**src/rtl/muldiv_unit.sv**
```systemverilog
`default_nettype none
// ============================================================================
// Module   : muldiv_unit
// Brief    : Bit-serial MIPS multiply/divide unit with HI/LO registers.
// Revision : 1.0
// ============================================================================
module muldiv_unit #(
  parameter int WIDTH = 32
) (
  input  logic             clk,
  input  logic             reset,
  input  logic             start,
  input  logic [2:0]       op,
  input  logic [WIDTH-1:0] rs_data,
  input  logic [WIDTH-1:0] rt_data,
  output logic             busy,
  output logic             done,
  output logic [WIDTH-1:0] hi,
  output logic [WIDTH-1:0] lo
);

  localparam int            c_cnt_w    = $clog2(WIDTH);
  localparam logic [c_cnt_w-1:0] c_cnt_last = c_cnt_w'(WIDTH - 1);

  localparam logic [1:0] c_st_idle = 2'd0;
  localparam logic [1:0] c_st_calc = 2'd1;
  localparam logic [1:0] c_st_fix  = 2'd2;

  localparam logic [2:0] c_op_mthi = 3'd4;
  localparam logic [2:0] c_op_mtlo = 3'd5;

  logic [1:0]         state_q, state_d;
  logic [c_cnt_w-1:0] cnt_q, cnt_d;
  logic               is_div_q, is_div_d;
  logic               neg_q, neg_d;
  logic               rem_neg_q, rem_neg_d;
  logic               div0_q, div0_d;
  logic [2*WIDTH-1:0] mcand_q, mcand_d;
  logic [WIDTH-1:0]   mplier_q, mplier_d;
  logic [2*WIDTH-1:0] acc_q, acc_d;
  logic [WIDTH-1:0]   hi_q, hi_d;
  logic [WIDTH-1:0]   lo_q, lo_d;
  logic               busy_q, busy_d;
  logic               done_q, done_d;

  logic               muldiv_req;
  logic               accept;
  logic               op_signed;
  logic               rs_neg;
  logic               rt_neg;
  logic [WIDTH-1:0]   rs_mag;
  logic [WIDTH-1:0]   rt_mag;
  logic [2*WIDTH-1:0] mul_sum;
  logic [WIDTH:0]     div_shift;
  logic [WIDTH:0]     div_diff;
  logic               div_fit;
  logic [WIDTH-1:0]   div_rem;
  logic [2*WIDTH-1:0] prod_fix;
  logic [WIDTH-1:0]   quo_fix;
  logic [WIDTH-1:0]   rem_fix;

  // A new MULT/DIV may also be taken on the FIX edge so that ops chain with no idle gap.
  assign muldiv_req = start & ~op[2];
  assign accept     = muldiv_req & ((state_q == c_st_idle) | (state_q == c_st_fix));

  assign op_signed = ~op[0];
  assign rs_neg    = op_signed & rs_data[WIDTH-1];
  assign rt_neg    = op_signed & rt_data[WIDTH-1];
  assign rs_mag    = rs_neg ? (~rs_data + 1'b1) : rs_data;
  assign rt_mag    = rt_neg ? (~rt_data + 1'b1) : rt_data;

  assign mul_sum = acc_q + (mplier_q[0] ? mcand_q : {(2*WIDTH){1'b0}});

  // Restoring step: remainder lives in acc_q upper half, quotient fills the lower half.
  assign div_shift = {acc_q[2*WIDTH-1:WIDTH], mcand_q[WIDTH-1]};
  assign div_diff  = div_shift - {1'b0, mplier_q};
  assign div_fit   = ~div_diff[WIDTH];
  assign div_rem   = div_fit ? div_diff[WIDTH-1:0] : div_shift[WIDTH-1:0];

  assign prod_fix = neg_q ? (~acc_q + 1'b1) : acc_q;
  assign quo_fix  = div0_q ? {WIDTH{1'b1}}
                  : (neg_q ? (~acc_q[WIDTH-1:0] + 1'b1) : acc_q[WIDTH-1:0]);
  assign rem_fix  = rem_neg_q ? (~acc_q[2*WIDTH-1:WIDTH] + 1'b1) : acc_q[2*WIDTH-1:WIDTH];

  always_ff @(posedge clk or negedge reset) begin
    if (!reset) begin
      state_q <= c_st_idle;
    end else begin
      state_q <= state_d;
    end
  end

  always_comb begin
    state_d = state_q;
    case (state_q)
      c_st_idle: if (accept) state_d = c_st_calc;
      c_st_calc: if (cnt_q == c_cnt_last) state_d = c_st_fix;
      c_st_fix:  state_d = accept ? c_st_calc : c_st_idle;
      default:   state_d = c_st_idle;
    endcase
  end

  always_comb begin
    busy_d = (state_d != c_st_idle);
    done_d = (state_q == c_st_fix);
  end

  always_comb begin
    cnt_d     = cnt_q;
    is_div_d  = is_div_q;
    neg_d     = neg_q;
    rem_neg_d = rem_neg_q;
    div0_d    = div0_q;
    mcand_d   = mcand_q;
    mplier_d  = mplier_q;
    acc_d     = acc_q;
    hi_d      = hi_q;
    lo_d      = lo_q;

    if (state_q == c_st_calc) begin
      cnt_d   = cnt_q + 1'b1;
      mcand_d = mcand_q << 1;
      if (is_div_q) begin
        acc_d = {div_rem, acc_q[WIDTH-2:0], div_fit};
      end else begin
        acc_d    = mul_sum;
        mplier_d = mplier_q >> 1;
      end
    end

    if (state_q == c_st_fix) begin
      if (is_div_q) begin
        hi_d = rem_fix;
        lo_d = quo_fix;
      end else begin
        hi_d = prod_fix[2*WIDTH-1:WIDTH];
        lo_d = prod_fix[WIDTH-1:0];
      end
    end

    if (accept) begin
      cnt_d     = '0;
      is_div_d  = op[1];
      neg_d     = rs_neg ^ rt_neg;
      rem_neg_d = rs_neg;
      div0_d    = (rt_data == '0);
      mcand_d   = {{WIDTH{1'b0}}, rs_mag};
      mplier_d  = rt_mag;
      acc_d     = '0;
    end else if (start && (state_q == c_st_idle)) begin
      if (op == c_op_mthi) hi_d = rs_data;
      if (op == c_op_mtlo) lo_d = rs_data;
    end
  end

  always_ff @(posedge clk or negedge reset) begin
    if (!reset) begin
      cnt_q     <= '0;
      is_div_q  <= 1'b0;
      neg_q     <= 1'b0;
      rem_neg_q <= 1'b0;
      div0_q    <= 1'b0;
      mcand_q   <= '0;
      mplier_q  <= '0;
      acc_q     <= '0;
      hi_q      <= '0;
      lo_q      <= '0;
      busy_q    <= 1'b0;
      done_q    <= 1'b0;
    end else begin
      cnt_q     <= cnt_d;
      is_div_q  <= is_div_d;
      neg_q     <= neg_d;
      rem_neg_q <= rem_neg_d;
      div0_q    <= div0_d;
      mcand_q   <= mcand_d;
      mplier_q  <= mplier_d;
      acc_q     <= acc_d;
      hi_q      <= hi_d;
      lo_q      <= lo_d;
      busy_q    <= busy_d;
      done_q    <= done_d;
    end
  end

  assign busy = busy_q;
  assign done = done_q;
  assign hi   = hi_q;
  assign lo   = lo_q;

endmodule
`default_nettype wire

```
**config.mk**
```make
export PLATFORM = sky130hd
export DESIGN_NAME = muldiv_unit
export DESIGN_NICKNAME = d
export VERILOG_FILES = /design/src/rtl/muldiv_unit.sv
export SDC_FILE = /design/constraint.sdc
export NUM_CORES = 1
export LEC_CHECK = 0
export ABC_AREA = 1
export BUFFER_PORTS_ARGS = -buffer_cell sky130_fd_sc_hd__buf_2
export CELL_PAD_IN_SITES_DETAIL_PLACEMENT = 1
export CELL_PAD_IN_SITES_GLOBAL_PLACEMENT = 2
export CORE_ASPECT_RATIO = 1.25
export CORE_MARGIN = 5
export CORE_UTILIZATION = 33
export CTS_CLUSTER_SIZE = 10
export DETAILED_ROUTE_END_ITERATION = 12
export PLACE_DENSITY_LB_ADDON = 0.1
export SYNTH_ARGS = -nofsm -noshare
export SYNTH_HDL_FRONTEND = slang
export SYNTH_SLANG_ARGS = --single-unit
```
**constraint.sdc**
```tcl
create_clock -name clk -period 3.6 [get_ports clk]
set_input_delay 0.72 -clock clk [delete_from_list [all_inputs] [get_ports clk]]
set_output_delay 0.72 -clock clk [all_outputs]
set_load 0.05 [all_outputs]
```
## After elaboration in Yosys (flattened, before gate mapping)

Cells that the tools add are included.

| operators by class | value |
|---|---|
| add/subtract/negate cells | 8 |
| multiply operators | 0 |
| div/mod/pow operators | 0 |
| order comparisons | 0 |
| equal/unequal tests | 6 |
| shift-type cells | 0 |
| muxes and demuxes | 32 |
| bitwise operators | 14 |
| reduce and logical (&&, ||, !) cells | 6 |

Operator list:

| cell | number |
|---|---|
| 32-bit 2-to-1 mux | 19 |
| 64-bit 2-to-1 mux | 7 |
| 32-bit by 1-bit adder with 32-bit output (second input constant) | 4 |
| 32-bit inverter | 4 |
| 64-bit by 1-bit adder with 64-bit output (second input constant) | 1 |
| 64-bit adder | 1 |
| 64-bit inverter | 1 |
| 33-bit by 32-bit subtractor with 33-bit output | 1 |
| 32-bit logical NOT | 1 |
| 5-bit 2-to-1 mux | 2 |
| 3-bit equality test (second input constant) | 2 |
| 2-bit one-hot mux with 3 select lines | 1 |
| 5-bit by 1-bit adder with 5-bit output (second input constant) | 1 |
| 5-bit equality test (second input constant) | 1 |
| 1-bit AND | 4 |
| 2-bit 2-to-1 mux | 2 |
| 2-bit nonzero test | 2 |
| 1-bit inverter | 3 |
| 2-bit by 1-bit equality test with 1-bit output (second input constant) | 1 |
| 2-bit equality test (second input constant) | 1 |
| 2-bit logical NOT | 1 |
| 2-bit by 1-bit inequality test with 1-bit output (second input constant) | 1 |
| 2-bit AND reduction | 1 |
| 1-bit logical AND | 1 |
| 3 further kinds | 3 |

| storage, ports and cells | value |
|---|---|
| register bits | 237 |
| bits in latches | 0 |
| RAM bits | 0 |
| memory bits (read-only) | 0 |
| logic and storage cells | 79 |
| memories kept | 0 |

## Logic depth before layout (Yosys ltp)

Gate-level depths: netlist of the first run.

| depth | value |
|---|---|
| depth in word-level cells | 9 |
| mapped depth | 21 |

## Least setup slack after synthesis of the first run

OpenSTA, ideal clock, no wires.

| timing path | value |
|---|---|
| kind | flip-flop to flip-flop |
| start | reg mplier_q[0] |
| end | reg acc_q[46] |
| setup time | 0.117 ns |
| arrival time | 2.402 ns |
| setup slack | 1.081 ns |
| cell stages (with the launch flop) | 21 |
| path buffers | 1 |
| period minus slack after synthesis | 2.519 ns |
| cell sequence | dfrtp_1 clkbuf_1 nand2_1 inv_1 ha_1 inv_1 fa_1 inv_1 nand3_1 nand2_1 nand2_1 nand2_1 nand2_1 nand2_1 nand2_1 nand2_1 nand2_1 nand3_1 nand3_1 nand3_1 nand2_1 |

| between the ends | value |
|---|---|
| longest elaborated chain between the ends | 5 |
| elaborated cells between the ends (all ways) | 7 |
| those cells by class | 2 x add/sub; 5 x mux |

Ends and longest elaborated chain:

| what | line | source |
|---|---|---|
| start: declaration | 39 | `logic [WIDTH-1:0] mplier_q, mplier_d;` |
| start signal: assignment | 177 | `mplier_q <= mplier_d;` |
| 64-bit 2-to-1 mux / 33-bit by 32-bit subtractor with 33-bit output (equally long branches) | 72, 76 |  |
| 64-bit adder / 32-bit 2-to-1 mux (equally long branches) | 72, 78 |  |
| 64-bit 2-to-1 mux * | 123 | `if (is_div_q) begin` |
| 64-bit 2-to-1 mux * | 120 | `if (state_q == c_st_calc) begin` |
| 64-bit 2-to-1 mux * | 141 | `if (accept) begin` |
| end signal: assignment | 165 | `acc_q <= '0;` |
| end signal: assignment | 178 | `acc_q <= acc_d;` |
| end: declaration | 40 | `logic [2*WIDTH-1:0] acc_q, acc_d;` |

Mark *: on every way between the ends. The rest lies on a longest branch, timed or not. The select of a mux whose other input is x is not followed.
A chain may end at the register's enable or synchronous reset.

## Worst setup path after layout of the first run

| timing path | value |
|---|---|
| start | reg mplier_q[0] |
| end | reg acc_q[48] |

The elaborated chain is that of the path after synthesis.

==> impl_metrics.toml, run 1 <==
[yosys]
synth_largest_area_cell = "dfrtp_1"
syn-cell-area_sq_um = 24000
synth_top_cell_area_share_pct = 24.7
synth.yosys.seq_area_share_pct = 24.7
synth.net_count = 4356
yosysUniqueCellTypes = 48
synth_enable_flop_cells = 0
post_synth_inst_count = 4182
postSynthAreaPerCell_sq_um = 5.74
synth.cells.most_frequent = "1468 x nand2_1, 768 x inv_1, 359 x nand3_1"
ys_seq_elements = 237
most_numerous_cell_in_the_yosys_netlist = "nand2_1"
yosys_warnings = 0
ys_async_sr_fraction_pct = 100
ys.flop_type = "dfrtp_1"
synth.area.top_cells = "dfrtp_1 25%, nand2_1 23%, inv_1 12%"

[cells_and_area]
antenna_cells = 0
fin_nets = 4478
area.growth.synth_to_final_pct = 12.3
share_of_cells_above_drive_strength_1_pct = 7.38

[power_and_ir_drop]
peakVddDrop_v = 0.000555
share_seq_of_total_power_pct = 19.8
power.switching_fraction_pct = 60.0
share_clk_of_total_power_pct = 10.6
power_density_nw_per_um2 = 1100
power.internal_w = 0.0118
total_switching_power_w = 0.0177
comb_power_share_pct = 69.6
power_leakage_nw = 15.0

[sta]
skew_ns = 0.0240
final_hold_viol_count = 0
max_slew.worst_pin.slew_ns = 1.13
setup_viol_count_final = 0
whs_ns = 0.0589
slew-limit-headroom_pct = 24.5
setup_tns_ns = 0
final.period_utilization_pct = 90.9
achievable-frequency_mhz = 306
period_minus_slack_ns = 3.27
unrepaired_setup_endpoints_after_global_routing = "no"
report.final.slew_viol_count = 0

[floorplanning]
die_area_sq_um = 78300
floorplan.die.height_um = 312
chipWidth_um = 251
initial_core_util_pct = 33.3
boundaryPins = 136
core_area_sq_um = 72100
floorplan.rows = 110

[route]
post_drt_via_cell_ratio = 5.19
finalWirelength_um = 119000
wl_per_cell_um = 22.5
final_antenna_net_count = 0
drt_pass1_iterations = 5
vias = 27400
remaining_drc_errors = 0
initialDrtViolationCount = 1696

[clock_tree]
cts_inserted_buffers = 31
ctsHoldBuffers = 0
postCtsResizedCells = 0
post_cts_buffers = 0
tritoncts_num_sinks = 237
cts_max_path_buffers = 3
h-tree-depth = 1
root_buffer = "clkbuf_16"
tritoncts = "built"
clk-insertion-delay-late_ns = 0.64
clkSlewWorstSetupHoldPaths_ns = 0.07

[grt]
groute.usage.overall_pct = 29.2
grt_start_max_net_pins = 101
grt_first_pass_wirelength_um = 175000
globalRouteOverflowTotal = 0
via_count_of_the_first_global_routing_pass = 27900
antenna_found_initial = 2

[worst_setup_path]
cp_data_required_time_ns = 4.18
timing.critical_path.to_type = "flip-flop"
worst_path_largest_cell_delay_ns = 0.52
critical_path_class = "flip-flop to flip-flop"
worst_path_most_repeated_cell = "nand2_1"
arrival_ns = 3.85
worstPathMaxFanout = 24
startpoint_types = "flip-flop"
critical_path.cell_chain = "buf_12 -> ha_1 -> inv_1 -> fa_1 -> nand2_1 -> nand2_1 -> nand3_1 -> nand2_2 -> nand2_1 -> nand2_2 -> nand2_4 -> nand3_1 -> nand2_4 -> buf_4 -> nand2_1 -> nand3_1 -> nand3_1 -> nand2_1"
cp_slowest_cell = "dfrtp_2"

[placed_design]
detailedPlacementHpwl_um = 97700
port-buffer-count = 135
gp_congestion = 0.929

[outcome]
status = "finished clean"

[flow_run]
cap_violations = 0

[worst_hold_path]
hold_class = "primary input to asynchronous set/reset pin"
-- cells in the final DEF (no fill, tap or decap), types with 5 or more instances in the layout --
cell / Yosys / layout
a21o_1: 6 / 6
a21oi_1: 214 / 214
a22oi_1: 33 / 33
and2_1: 5 / 5
and3_1: 5 / 5
buf_12: 0 / 5
buf_2: 26 / 134
buf_4: 1 / 68
clkbuf_1: 70 / 6
clkbuf_16: 0 / 31
dfrtp_1: 237 / 235
ha_1: 102 / 102
inv_1: 768 / 766
inv_2: 7 / 9
nand2_1: 1468 / 1467
nand2_2: 12 / 13
nand3_1: 359 / 359
nand3b_1: 6 / 6
nand4_1: 32 / 32
nor2_1: 336 / 334
nor2_2: 15 / 16
nor3_1: 34 / 34
nor4_1: 14 / 14
o211ai_1: 32 / 32
o21ai_0: 191 / 191
o21ai_1: 11 / 11
o21bai_1: 8 / 8
o221ai_1: 22 / 22
o22ai_1: 43 / 43
o31ai_1: 6 / 6
or2_2: 10 / 10
xnor2_1: 11 / 11
xor2_1: 44 / 44
-- critical path: cells and delay by family, from the launching register on --
| family | cells | cell delay [ns] |
|---|---|---|
| fa+ha+maj | 2 | 0.67 |
| simple gates | 13 | 1.50 |
| flops | 1 | 0.52 |
| buf+inv | 3 | 0.52 |
-- final cells by class --
type                    count  area, sq um
flip-flops and latches    237         5930
clock buffers              41          853
well taps                 952         1190
clock inverters             8          114
inverters                 776         2910
multi-input cells        3050        14600
repair buffers            208         1300
fillers                  9854        45200
-- registers in the layout, summed over array words and instances, names as in the netlist, 2 cells and up --
| name | count |
|---|---|
| acc_q | 64 |
| mcand_q | 64 |
| state_q | 2 |
| lo | 32 |
| hi | 32 |
| cnt_q | 5 |
| mplier_q | 32 |
-- final timing paths --
check                             from            to  slack (ns)  cells past startpoint
hold reg to reg               cnt_q[3]      cnt_q[3]        0.47                      1
setup reg to reg           mplier_q[0]     acc_q[48]        0.33                     18
max in group asynchronous        reset  mplier_q[25]        2.53                      2
hold / removal                   reset     acc_q[48]        0.06                      1
min in group clk                 op[1]      is_div_q        0.36                      3
setup / recovery           mplier_q[0]     acc_q[48]        0.33                     18
-- metal layers --
metal / wire length (um) / part of all wire [%] / global-route usage (%) / vias to the layer above
met5: 14 / 0.012 / 0 / -
met3: 3940 / 3.3 / 2.89 / 232
met2: 60100 / 51 / 53.4 / 525
met4: 7720 / 6.5 / 15.5 / 2
li1: - / - / - / 13400
met1: 46800 / 39 / 33.5 / 13200
-- power groups by stage --
stage | combinational (W) | clock (W) | sequential, W
4_1_cts | 0.0207 | 0.00319 | 0.00588
3_3_place_gp | 0.0204 | 0 | 0.00591
2_1_floorplan | 0.0127 | 0 | 0.00601
5_1_grt | 0.0228 | 0.00331 | 0.00592
6_report | 0.0206 | 0.00312 | 0.00586
3_5_place_dp | 0.0206 | 0 | 0.00591
-- kinds of logic after synthesis --
| kind of cell | synth area share [%] |
|---|---|
| adders and majority gates | 5.48 |
| DFF | 24.7 |
| xor gates and xnor gates | 2.01 |
| and+or+nand+nor | 39.6 |
| buffers and inverters | 14.3 |
| AOI/OAI and AO/OA | 13.8 |
-- metrics by stage --
step | cell area [sq um] | setup WS (ns) | util [%] | power (W) | instances
4_1_cts | 26900 | 0.330 | 37.4 | 0.0298 | 5272
3_3_place_gp | 26000 | 0.305 | 36.0 | 0.0263 | 5223
5_1_grt | 26900 | 0.0131 | 37.4 | 0.0320 | 5272
3_5_place_dp | 26000 | 0.300 | 36.0 | 0.0265 | 5223
6_report | 26900 | 0.328 | 37.4 | 0.0295 | 5272
2_1_floorplan | 24000 | 1.08 | - | 0.0187 | 4182
(Power assumes the default switching activity.)
==> inputs of run 2 (changes only) <==
BUFFER_PORTS_ARGS = -buffer_cell sky130_fd_sc_hd__buf_4   (was -buffer_cell sky130_fd_sc_hd__buf_2)
==> run 2 against run 1 <==
Against the previous run: sequential share of layout area is 0.34 points lower; hold slack worse by 0.015 ns; first-iteration DRC count is 0.83% lower; core utilization is 0.58 points higher; global-route usage is 0.14 points lower; combinational power hardly changed; routed wire length is 1.1% lower; sequential power is 2% lower; sequential cell count stayed put; critical path type unchanged; critical endpoint unchanged.
==> impl_metrics.toml, run 2 (synthesis results as in run 1) <==
[placed_design]
port-buffer-count = 135
detailedPlacementHpwl_um = 96000
placement.setup.worst_slack_ns = 0.271
gp_congestion = 0.906

[power_and_ir_drop]
comb_power_share_pct = 69.5
share_clk_of_total_power_pct = 11.3
share_seq_of_total_power_pct = 19.2
power.switching_fraction_pct = 59.2
peakVddDrop_v = 0.000518
power_leakage_nw = 15.2
power.internal_w = 0.0122
total_switching_power_w = 0.0177
power_density_nw_per_um2 = 1100

[cells_and_area]
utilization_of_the_core_after_routing_pct = 37.9
leading_cell_type_in_the_layout_fill_and_taps_excluded = "nand2_1"
antenna_cells = 0
fin_nets = 4478
most-common-layout-cells = "1467 x nand2_1, 766 x inv_1, 359 x nand3_1, 334 x nor2_1, 235 x dfrtp_1"
share_of_cells_above_drive_strength_1_pct = 7.49
area.growth.synth_to_final_pct = 14.0
reg.largest.list = "acc_q: 64 flops, mcand_q: 64 flops"
fillers = 9861

[sta]
final_hold_viol_count = 0
skew_ns = 0.0287
max_slew.worst_pin.slew_ns = 1.10
setup_viol_count_final = 0
achievable-frequency_mhz = 298
period_minus_slack_ns = 3.36
unrepaired_setup_endpoints_after_global_routing = "no"
finalWorstSetupSlack_ns = 0.244
final.period_utilization_pct = 93.2
slew-limit-headroom_pct = 26.3
setup_tns_ns = 0
report.final.slew_viol_count = 0

[worst_setup_path]
cp_slowest_cell = "dfrtp_2"
worst_path_most_repeated_cell = "nand2_1"
arrival_ns = 3.81
worst_path_largest_cell_delay_ns = 0.47
cp_data_required_time_ns = 4.05
critical_path_class = "flip-flop to flip-flop"
worst_setup_sp = "mplier_q[0]"
startpoint_types = "flip-flop"
critical_path.reg2reg.startpoint = "mplier_q[0]"
timing.critical_path.to_type = "flip-flop"
critical_path.n_buffers_inverters = 3
timing.critical_path.max_delay_family = "simple AND/OR/NAND/NOR gates"
critical_path.cell_chain = "buf_12 -> ha_1 -> inv_1 -> fa_1 -> nand2_1 -> nand2_1 -> nand3_1 -> nand2_2 -> nand2_1 -> nand2_2 -> nand2_4 -> nand2_4 -> nand2_2 -> nand2_4 -> buf_4 -> nand2_1 -> nand3_1 -> nand3_1 -> nand2_1"
worstPathMaxFanout = 46

[floorplanning]
floorplan.rows = 110
boundaryPins = 136
chipWidth_um = 251
initial_core_util_pct = 33.3
die_area_sq_um = 78300
core_area_sq_um = 72100
floorplan.die.height_um = 312

[grt]
via_count_of_the_first_global_routing_pass = 27600
grt_use_met3_pct = 2.26
global_route.usage.met1_pct = 34.0
globalRouteOverflowTotal = 0
grt_util_met2_pct = 53.9
antenna_found_initial = 1
grt_busiest_layer = "met2"
grt_first_pass_wirelength_um = 175000
groute.usage.overall_pct = 29.1
grt_start_max_net_pins = 89

[worst_hold_path]
hold_class = "primary input to asynchronous set/reset pin"

[route]
post_drt_via_cell_ratio = 5.15
finalWirelength_um = 117000
drt_pass1_iterations = 5
initialDrtViolationCount = 1682
final_antenna_net_count = 0
remaining_drc_errors = 0
vias = 27200
wl_per_cell_um = 22.2

[clock_tree]
ctsHoldBuffers = 0
h-tree-depth = 2
tritoncts_num_sinks = 237
postCtsResizedCells = 0
clk-insertion-delay-late_ns = 0.57
cts_max_path_buffers = 3
tritoncts = "built"
root_buffer = "clkbuf_16"
cts_inserted_buffers = 34
clkSlewWorstSetupHoldPaths_ns = 0.06
post_cts_buffers = 0

[flow_run]
cap_violations = 0

[outcome]
status = "finished clean"
-- run 2: power groups by stage --
stage / clock network, W / logic [W] / registers, W
detailed placement: 0 / 0.0208 / 0.00580
global route: 0.00357 / 0.0230 / 0.00583
floorplan: 0 / 0.0127 / 0.00601
global placement: 0 / 0.0206 / 0.00580
CTS: 0.00346 / 0.0209 / 0.00576
finish: 0.00340 / 0.0208 / 0.00575
-- run 2: cell type report --
cell class                 instances  area [sq um]  share of cell area (%)
clock buffer                      45           942                    3.44
clock inverter                    12           134                   0.489
inverter                         776          2910                    10.6
multi-input combinational       3050         14600                    53.5
sequential                       237          5930                    21.7
tap                              952          1190                    4.35
timing repair buffer             205          1610                    5.88
-- run 2: metal layers --
metal / wire length [um] / vias to the layer above
li1: - / 13400
met1: 47400 / 13100
met2: 60400 / 511
met3: 2920 / 202
met4: 6480 / 0
met5: 0 / -
-- run 2: stage by stage --
stage / instances / instance area, sq um / total power [W] / hold WS (ns)
5_1_grt: 5277 / 27400 / 0.0324 / 0.0723
2_1_floorplan: 4182 / 24000 / 0.0187 / 0.424
3_3_place_gp: 5220 / 26300 / 0.0264 / 0.451
4_1_cts: 5277 / 27400 / 0.0301 / 0.0523
3_5_place_dp: 5220 / 26300 / 0.0266 / 0.459
6_report: 5277 / 27400 / 0.0300 / 0.0442
-- run 2: worst paths after layout --
kind,to,slack (ns),cells past startpoint
max,acc_q[48],0.24,19
min,acc_q[11],0.04,1
max reg2reg,acc_q[48],0.24,19
min reg2reg,cnt_q[3],0.47,1
max in group asynchronous,mplier_q[31],2.61,2
min in group clk,is_div_q,0.42,3
